`src/rtl/ram_port_arbiter_if.sv`:
```
// Requester-side and memory-side signal bundle of ram_port_arbiter.
// The arbiter takes the slave view; requesters and the memory take the master view.
interface ram_port_arbiter_if #(
  parameter int unsigned WIDTH = 16
);
  logic             halt;
  logic [1:0]       req;
  logic [1:0]       we;
  logic [WIDTH-1:0] addr0;
  logic [WIDTH-1:0] addr1;
  logic [WIDTH-1:0] wdata0;
  logic [WIDTH-1:0] wdata1;
  logic [1:0]       gnt;
  logic [1:0]       done;
  logic [WIDTH-1:0] rdata;
  logic             busy;
  logic             mem_mi;
  logic             mem_ri;
  logic [WIDTH-1:0] mem_wbus;
  logic [WIDTH-1:0] mem_rdata;

  modport slave (
    input  halt, req, we, addr0, addr1, wdata0, wdata1, mem_rdata,
    output gnt, done, rdata, busy, mem_mi, mem_ri, mem_wbus
  );

  modport master (
    output halt, req, we, addr0, addr1, wdata0, wdata1, mem_rdata,
    input  gnt, done, rdata, busy, mem_mi, mem_ri, mem_wbus
  );
endinterface

```
`src/rtl/ram_port_arbiter.sv`:
```
// Two-requester arbiter for the single-port RAM: each grant runs a fixed
// ADDR (load MAR) -> DATA (write or read) sequence and ends with a done pulse.
module ram_port_arbiter #(
  parameter int unsigned WIDTH      = 16,
  parameter bit          FIXED_PRIO = 1'b0
) (
  input  logic                 clk,
  input  logic                 reset,
  ram_port_arbiter_if.slave    bus
);

  localparam logic [1:0] IDLE = 2'd0;
  localparam logic [1:0] ADDR = 2'd1;
  localparam logic [1:0] DATA = 2'd2;

  logic [1:0]       state,   state_d;
  logic [1:0]       gnt_q,   gnt_d;
  logic [1:0]       done_q,  done_d;
  logic             rr_ptr,  rr_ptr_d;
  logic             we_q,    we_d;
  logic [WIDTH-1:0] addr_q,  addr_d;
  logic [WIDTH-1:0] wdata_q, wdata_d;
  logic [WIDTH-1:0] rdata_q, rdata_d;
  logic [WIDTH-1:0] wbus_q,  wbus_d;
  logic             mi_q,    mi_d;
  logic             ri_q,    ri_d;
  logic             busy_q,  busy_d;

  logic [1:0]       elig;
  logic             winner;

  // Eligibility and winner selection; the requester just served is excluded.
  always_comb begin
    elig = bus.req & ~done_q & {2{~bus.halt}};
    if (FIXED_PRIO)
      winner = ~elig[0];
    else if (elig == 2'b11)
      winner = rr_ptr;
    else
      winner = elig[1];
  end

  // Next state plus next values of every registered output.
  always_comb begin
    state_d  = state;
    gnt_d    = gnt_q;
    done_d   = 2'b00;
    rr_ptr_d = rr_ptr;
    we_d     = we_q;
    addr_d   = addr_q;
    wdata_d  = wdata_q;
    rdata_d  = rdata_q;
    mi_d     = 1'b0;
    ri_d     = 1'b0;
    wbus_d   = '0;
    case (state)
      IDLE: begin
        if (elig != 2'b00) begin
          state_d = ADDR;
          gnt_d   = winner ? 2'b10 : 2'b01;
          we_d    = bus.we[winner];
          addr_d  = winner ? bus.addr1  : bus.addr0;
          wdata_d = winner ? bus.wdata1 : bus.wdata0;
          if (!FIXED_PRIO)
            rr_ptr_d = ~winner;
          mi_d    = 1'b1;
          wbus_d  = addr_d;
        end
      end
      ADDR: begin
        state_d = DATA;
        ri_d    = we_q;
        wbus_d  = we_q ? wdata_q : '0;
      end
      DATA: begin
        // Read bus still shows the pre-write word at this edge.
        state_d = IDLE;
        rdata_d = bus.mem_rdata;
        done_d  = gnt_q;
        gnt_d   = 2'b00;
      end
      default: begin
        state_d = IDLE;
        gnt_d   = 2'b00;
      end
    endcase
    busy_d = (state_d != IDLE);
  end

  always_ff @(posedge clk or negedge reset) begin
    if (!reset) begin
      state   <= IDLE;
      gnt_q   <= 2'b00;
      done_q  <= 2'b00;
      rr_ptr  <= 1'b0;
      we_q    <= 1'b0;
      addr_q  <= '0;
      wdata_q <= '0;
      rdata_q <= '0;
      wbus_q  <= '0;
      mi_q    <= 1'b0;
      ri_q    <= 1'b0;
      busy_q  <= 1'b0;
    end else begin
      state   <= state_d;
      gnt_q   <= gnt_d;
      done_q  <= done_d;
      rr_ptr  <= rr_ptr_d;
      we_q    <= we_d;
      addr_q  <= addr_d;
      wdata_q <= wdata_d;
      rdata_q <= rdata_d;
      wbus_q  <= wbus_d;
      mi_q    <= mi_d;
      ri_q    <= ri_d;
      busy_q  <= busy_d;
    end
  end

  assign bus.gnt      = gnt_q;
  assign bus.done     = done_q;
  assign bus.rdata    = rdata_q;
  assign bus.busy     = busy_q;
  assign bus.mem_mi   = mi_q;
  assign bus.mem_ri   = ri_q;
  assign bus.mem_wbus = wbus_q;

endmodule

```
`src/flat_wrapper.sv`:
```
// flat-port wrapper written by rule: the top's interface ports become plain ports
module ram_port_arbiter_flat 
#(
  parameter int unsigned WIDTH      = 16,
  parameter bit          FIXED_PRIO = 1'b0
)
  (clk, reset, bus_halt, bus_req, bus_we, bus_addr0, bus_addr1, bus_wdata0, bus_wdata1, bus_mem_rdata, bus_gnt, bus_done, bus_rdata, bus_busy, bus_mem_mi, bus_mem_ri, bus_mem_wbus);
  ram_port_arbiter_if #(.WIDTH(WIDTH)) bus_i ();
  input  logic clk;
  input  logic reset;
  input wire logic [$bits(bus_i.halt)-1:0] bus_halt;
  input wire logic [$bits(bus_i.req)-1:0] bus_req;
  input wire logic [$bits(bus_i.we)-1:0] bus_we;
  input wire logic [$bits(bus_i.addr0)-1:0] bus_addr0;
  input wire logic [$bits(bus_i.addr1)-1:0] bus_addr1;
  input wire logic [$bits(bus_i.wdata0)-1:0] bus_wdata0;
  input wire logic [$bits(bus_i.wdata1)-1:0] bus_wdata1;
  input wire logic [$bits(bus_i.mem_rdata)-1:0] bus_mem_rdata;
  output wire logic [$bits(bus_i.gnt)-1:0] bus_gnt;
  output wire logic [$bits(bus_i.done)-1:0] bus_done;
  output wire logic [$bits(bus_i.rdata)-1:0] bus_rdata;
  output wire logic [$bits(bus_i.busy)-1:0] bus_busy;
  output wire logic [$bits(bus_i.mem_mi)-1:0] bus_mem_mi;
  output wire logic [$bits(bus_i.mem_ri)-1:0] bus_mem_ri;
  output wire logic [$bits(bus_i.mem_wbus)-1:0] bus_mem_wbus;
  assign bus_i.halt = bus_halt;
  assign bus_i.req = bus_req;
  assign bus_i.we = bus_we;
  assign bus_i.addr0 = bus_addr0;
  assign bus_i.addr1 = bus_addr1;
  assign bus_i.wdata0 = bus_wdata0;
  assign bus_i.wdata1 = bus_wdata1;
  assign bus_i.mem_rdata = bus_mem_rdata;
  assign bus_gnt = bus_i.gnt;
  assign bus_done = bus_i.done;
  assign bus_rdata = bus_i.rdata;
  assign bus_busy = bus_i.busy;
  assign bus_mem_mi = bus_i.mem_mi;
  assign bus_mem_ri = bus_i.mem_ri;
  assign bus_mem_wbus = bus_i.mem_wbus;
  ram_port_arbiter #(.WIDTH(WIDTH), .FIXED_PRIO(FIXED_PRIO)) u_core (.clk(clk), .reset(reset), .bus(bus_i));
endmodule
```
`config.mk`:
```
export PLATFORM = sky130hd
export DESIGN_NAME = ram_port_arbiter_flat
export DESIGN_NICKNAME = d
export VERILOG_FILES = /design/src/rtl/ram_port_arbiter_if.sv /design/src/rtl/ram_port_arbiter.sv /design/src/flat_wrapper.sv
export SDC_FILE = /design/constraint.sdc
export NUM_CORES = 1
export LEC_CHECK = 0
export ABC_AREA = 1
export CAP_MARGIN = 40
export CELL_PAD_IN_SITES_DETAIL_PLACEMENT = 1
export CELL_PAD_IN_SITES_GLOBAL_PLACEMENT = 1
export CORE_ASPECT_RATIO = 1.1
export CORE_UTILIZATION = 31
export CTS_BUF_LIST = sky130_fd_sc_hd__clkbuf_2 sky130_fd_sc_hd__clkbuf_4 sky130_fd_sc_hd__clkbuf_8
export CTS_CLUSTER_DIAMETER = 150
export DETAILED_ROUTE_END_ITERATION = 8
export PLACE_DENSITY_LB_ADDON = 0.12
export SYNTH_ARGS = -nofsm -noshare
export SYNTH_HDL_FRONTEND = slang
export SYNTH_SLANG_ARGS = --single-unit
```
`constraint.sdc`:
```
create_clock -name clk -period 1.45 [get_ports clk]
set_input_delay 0.29 -clock clk [delete_from_list [all_inputs] [get_ports clk]]
set_output_delay 0.29 -clock clk [all_outputs]
set_load 0.05 [all_outputs]
```
==> reports/metrics.cfg, run 1 <==
[die]
rows = 35
num_io_pins = 126
start_util_pct = 32.3
die_height_um = 100
die-area_um2 = 9190
die_width_um = 91.5
coreArea_um2 = 8450

[logic_synthesis]
yosysWarningCount = 0
synth.net_count = 382
ys_ff_latch = 59
synth_area_um2 = 2730
yosysSeqAreaShare_pct = 54.1
syn_area_per_cell_um2 = 9.26
ys_types = 20
synth_cells = 295

[global_route]
grt_pass1_vias = 2767
grt_max_degree = 60
grt-ovfl-total = 0
grt_pass1_wl_um = 14400
grt_use_total_pct = 20.5
antenna_found_initial = 0

[power]
power_mw = 9.22
p_int_mw = 5.71
peakVddDrop_mv = 0.652
p_clk_share_pct = 21.1
p_leak_nw = 2.28
p_sw_share_pct = 38.0
p_sw_mw = 3.51
combPwrFrac_pct = 48.8
p_per_area_nw_per_um2 = 1890
p_seq_share_pct = 30.1

[placed_design]
gp_congestion = 0.727
placed_area_um2 = 4600
portBuffers = 125
dp.cells = 529
detailed_place_hpwl_um = 6350

[setup_path]
worstSetupEndpointType = register
crit_arrival_ns = 1.60
critPathMaxFanout = 20
startpoint_type = register
setup.worst_path.class = reg2reg
crit_required_ns = 1.72

[timing]
tightestPinTransition_ns = 0.451
fmax_mhz = 754
min_period_over_period_pct = 91.4
slew_headroom_pct = 69.8
rsz0062_at_grt = false
setup_tns_ns = 0
finalCriticalPeriod_ns = 1.33
setup_viol = 0
final_hold_viol_count = 0
skew_ns = 0.00817
hold_ws_ns = 0.484
final-max-slew-violation-count = 0

[finish]
layout.cells.non_filler = 546
fin_area_um2 = 4870
nets = 517
drive_gt1_share_pct = 26.2
nFillCells = 940
diodes = 0
syn_to_final_growth_pct = 78.4

[detailed_routing]
drcViolationCount = 0
antenna_left = 0
drt-pass1-iter-count = 6
vias = 2622
vias_per_cell = 4.80
drt_iter0_drc = 77
wl_um = 8900
routedWlPerCell_um = 16.3

[cts]
clock_latency_ns = 0.34
clk_pin_slew_ns = 0.07
cts_inserted_buffers = 9
clock-sinks = 59
h-tree-depth = 3
clockBufferDepth = 2
postCtsSetupBuffers = 0
root_buffer = clkbuf_8
tritoncts = built

[status]
status = finished, final reports clean

[hold_path]
hp-class = in2async

[run]
drv_cap = 0

[path summary, 6_finish.rpt]
kind	slack, ns	startpoint	cells after the start	to
worst max-delay path	0.12	u_core.bus.done[1]	8	u_core.wdata_q[15]
worst min-delay path	0.48	reset	3	u_core.bus.rdata[0]
worst max register to register	0.12	u_core.bus.done[1]	8	u_core.wdata_q[15]
worst min register to register	0.49	u_core.wdata_q[8]	2	u_core.wdata_q[8]
max in group asynchronous	0.69	reset	3	u_core.wdata_q[10]
min in group clk	0.49	u_core.wdata_q[8]	2	u_core.wdata_q[8]
[flip-flops by register name, summed over array words and instances, names as in the netlist]
signal and cells:
u_core.state 2, u_core.bus.mem_ri 1, u_core.we_q 1, u_core.bus.done 2
u_core.bus.rdata 16, u_core.rr_ptr 1, u_core.bus.mem_mi 1, u_core.bus.mem_wbus 16
u_core.bus.busy 1, u_core.bus.gnt 2, u_core.wdata_q 16
[kinds of logic after synthesis]
family          count (synthesis)  synth area share (%)
compound gates                  2                 0.366
buf+inv                        30                  5.63
flops                          59                  54.1
mux                            16                  6.60
simple gates                  188                  33.3
[power by group through the flow]
stage	Sequential (mW)	Clock, mW	Combinational [mW]
after floorplan	3.85	0	0.990
after global placement	2.76	0	4.45
after detailed placement	2.80	0	4.53
after CTS	2.78	1.99	4.56
after global routing	2.84	2.05	4.74
final	2.77	1.94	4.50
[stage by stage]
step	worst slack, ns	util [%]
floorplan	0.0729	-
global placement	-0.230	54.4
detailed placement	-0.263	54.4
finish	0.125	57.6
global route	0.0179	57.6
CTS	0.0627	57.6
[area by class of cell]
class                      count  area (µm²)  area share (%)
timing repair buffer         143        1850            38.0
sequential                    59        1480            30.4
multi-input combinational    206        1100            22.6
clock buffer                  12         165            3.39
tap                          111         139            2.85
clock inverter                 4        95.1            1.95
inverter                      11        41.3           0.847
[synth_stat cells (all sizes together)]
cell type	instances	area [µm²]
nand2	114	470
dfrtp	59	1480
nand3	36	198
nand4	32	200
buf	17	105
mux2	16	180
inv	11	41.3
nor2	6	42.5
clkbuf	2	7.51
a21oi	1	5.00
o21ai	1	5.00
[cell usage in the layout (no fill, tap or decap), types with 2 or more instances in the layout]
| cell type | synthesis | routed |
|---|---|---|
| dfrtp_2 | 0 | 2 |
| mux2_2 | 16 | 16 |
| nor2_2 | 2 | 2 |
| nand2_2 | 11 | 11 |
| bufinv_16 | 0 | 3 |
| inv_1 | 7 | 7 |
| clkbuf_8 | 0 | 12 |
| buf_4 | 3 | 11 |
| buf_12 | 0 | 45 |
| nor2_4 | 2 | 2 |
| inv_2 | 4 | 4 |
| nand3_1 | 34 | 34 |
| nor2_1 | 2 | 2 |
| nand2_1 | 101 | 101 |
| dfrtp_1 | 59 | 57 |
| nand4_1 | 32 | 32 |
| clkdlybuf4s50_1 | 0 | 84 |
| nand2_4 | 2 | 2 |
[routing by layer]
layer / vias to the layer above / share of wire (%) / global-route usage [%]
met2: 89 / 52 / 36.3
met4: 0 / 1.3 / 6.59
met5: - / 0 / 0
met3: 8 / 5.3 / 4.77
met1: 1271 / 42 / 24.6
li1: 1254 / - / -
[critical path, stage by stage (launching register included)]
cell and delay [ns]:
dfrtp_2 0.43, inv_2 0.07, nand2_1 0.08, nor2_4 0.12, buf_4 0.26, nand3_1 0.12, nand2_1 0.08, nand2_1 0.05
nand2_1 0.05
[timing repair]
item                       in CTS  in global routing
setup endpoints to repair       0                 12
hold endpoints to repair       59                  0
gates resized for setup         0                  1
hold buffers                    1                  0
No activity file was read; power rests on OpenSTA's default activity.
==> run 2, diff against run 1 <==
Settings changed: CTS_CLUSTER_DIAMETER 150 to unset, SLEW_MARGIN set to 30.
==> results of run 2 <==
The final DEF is identical to that of run 1; final timing and power are the same.
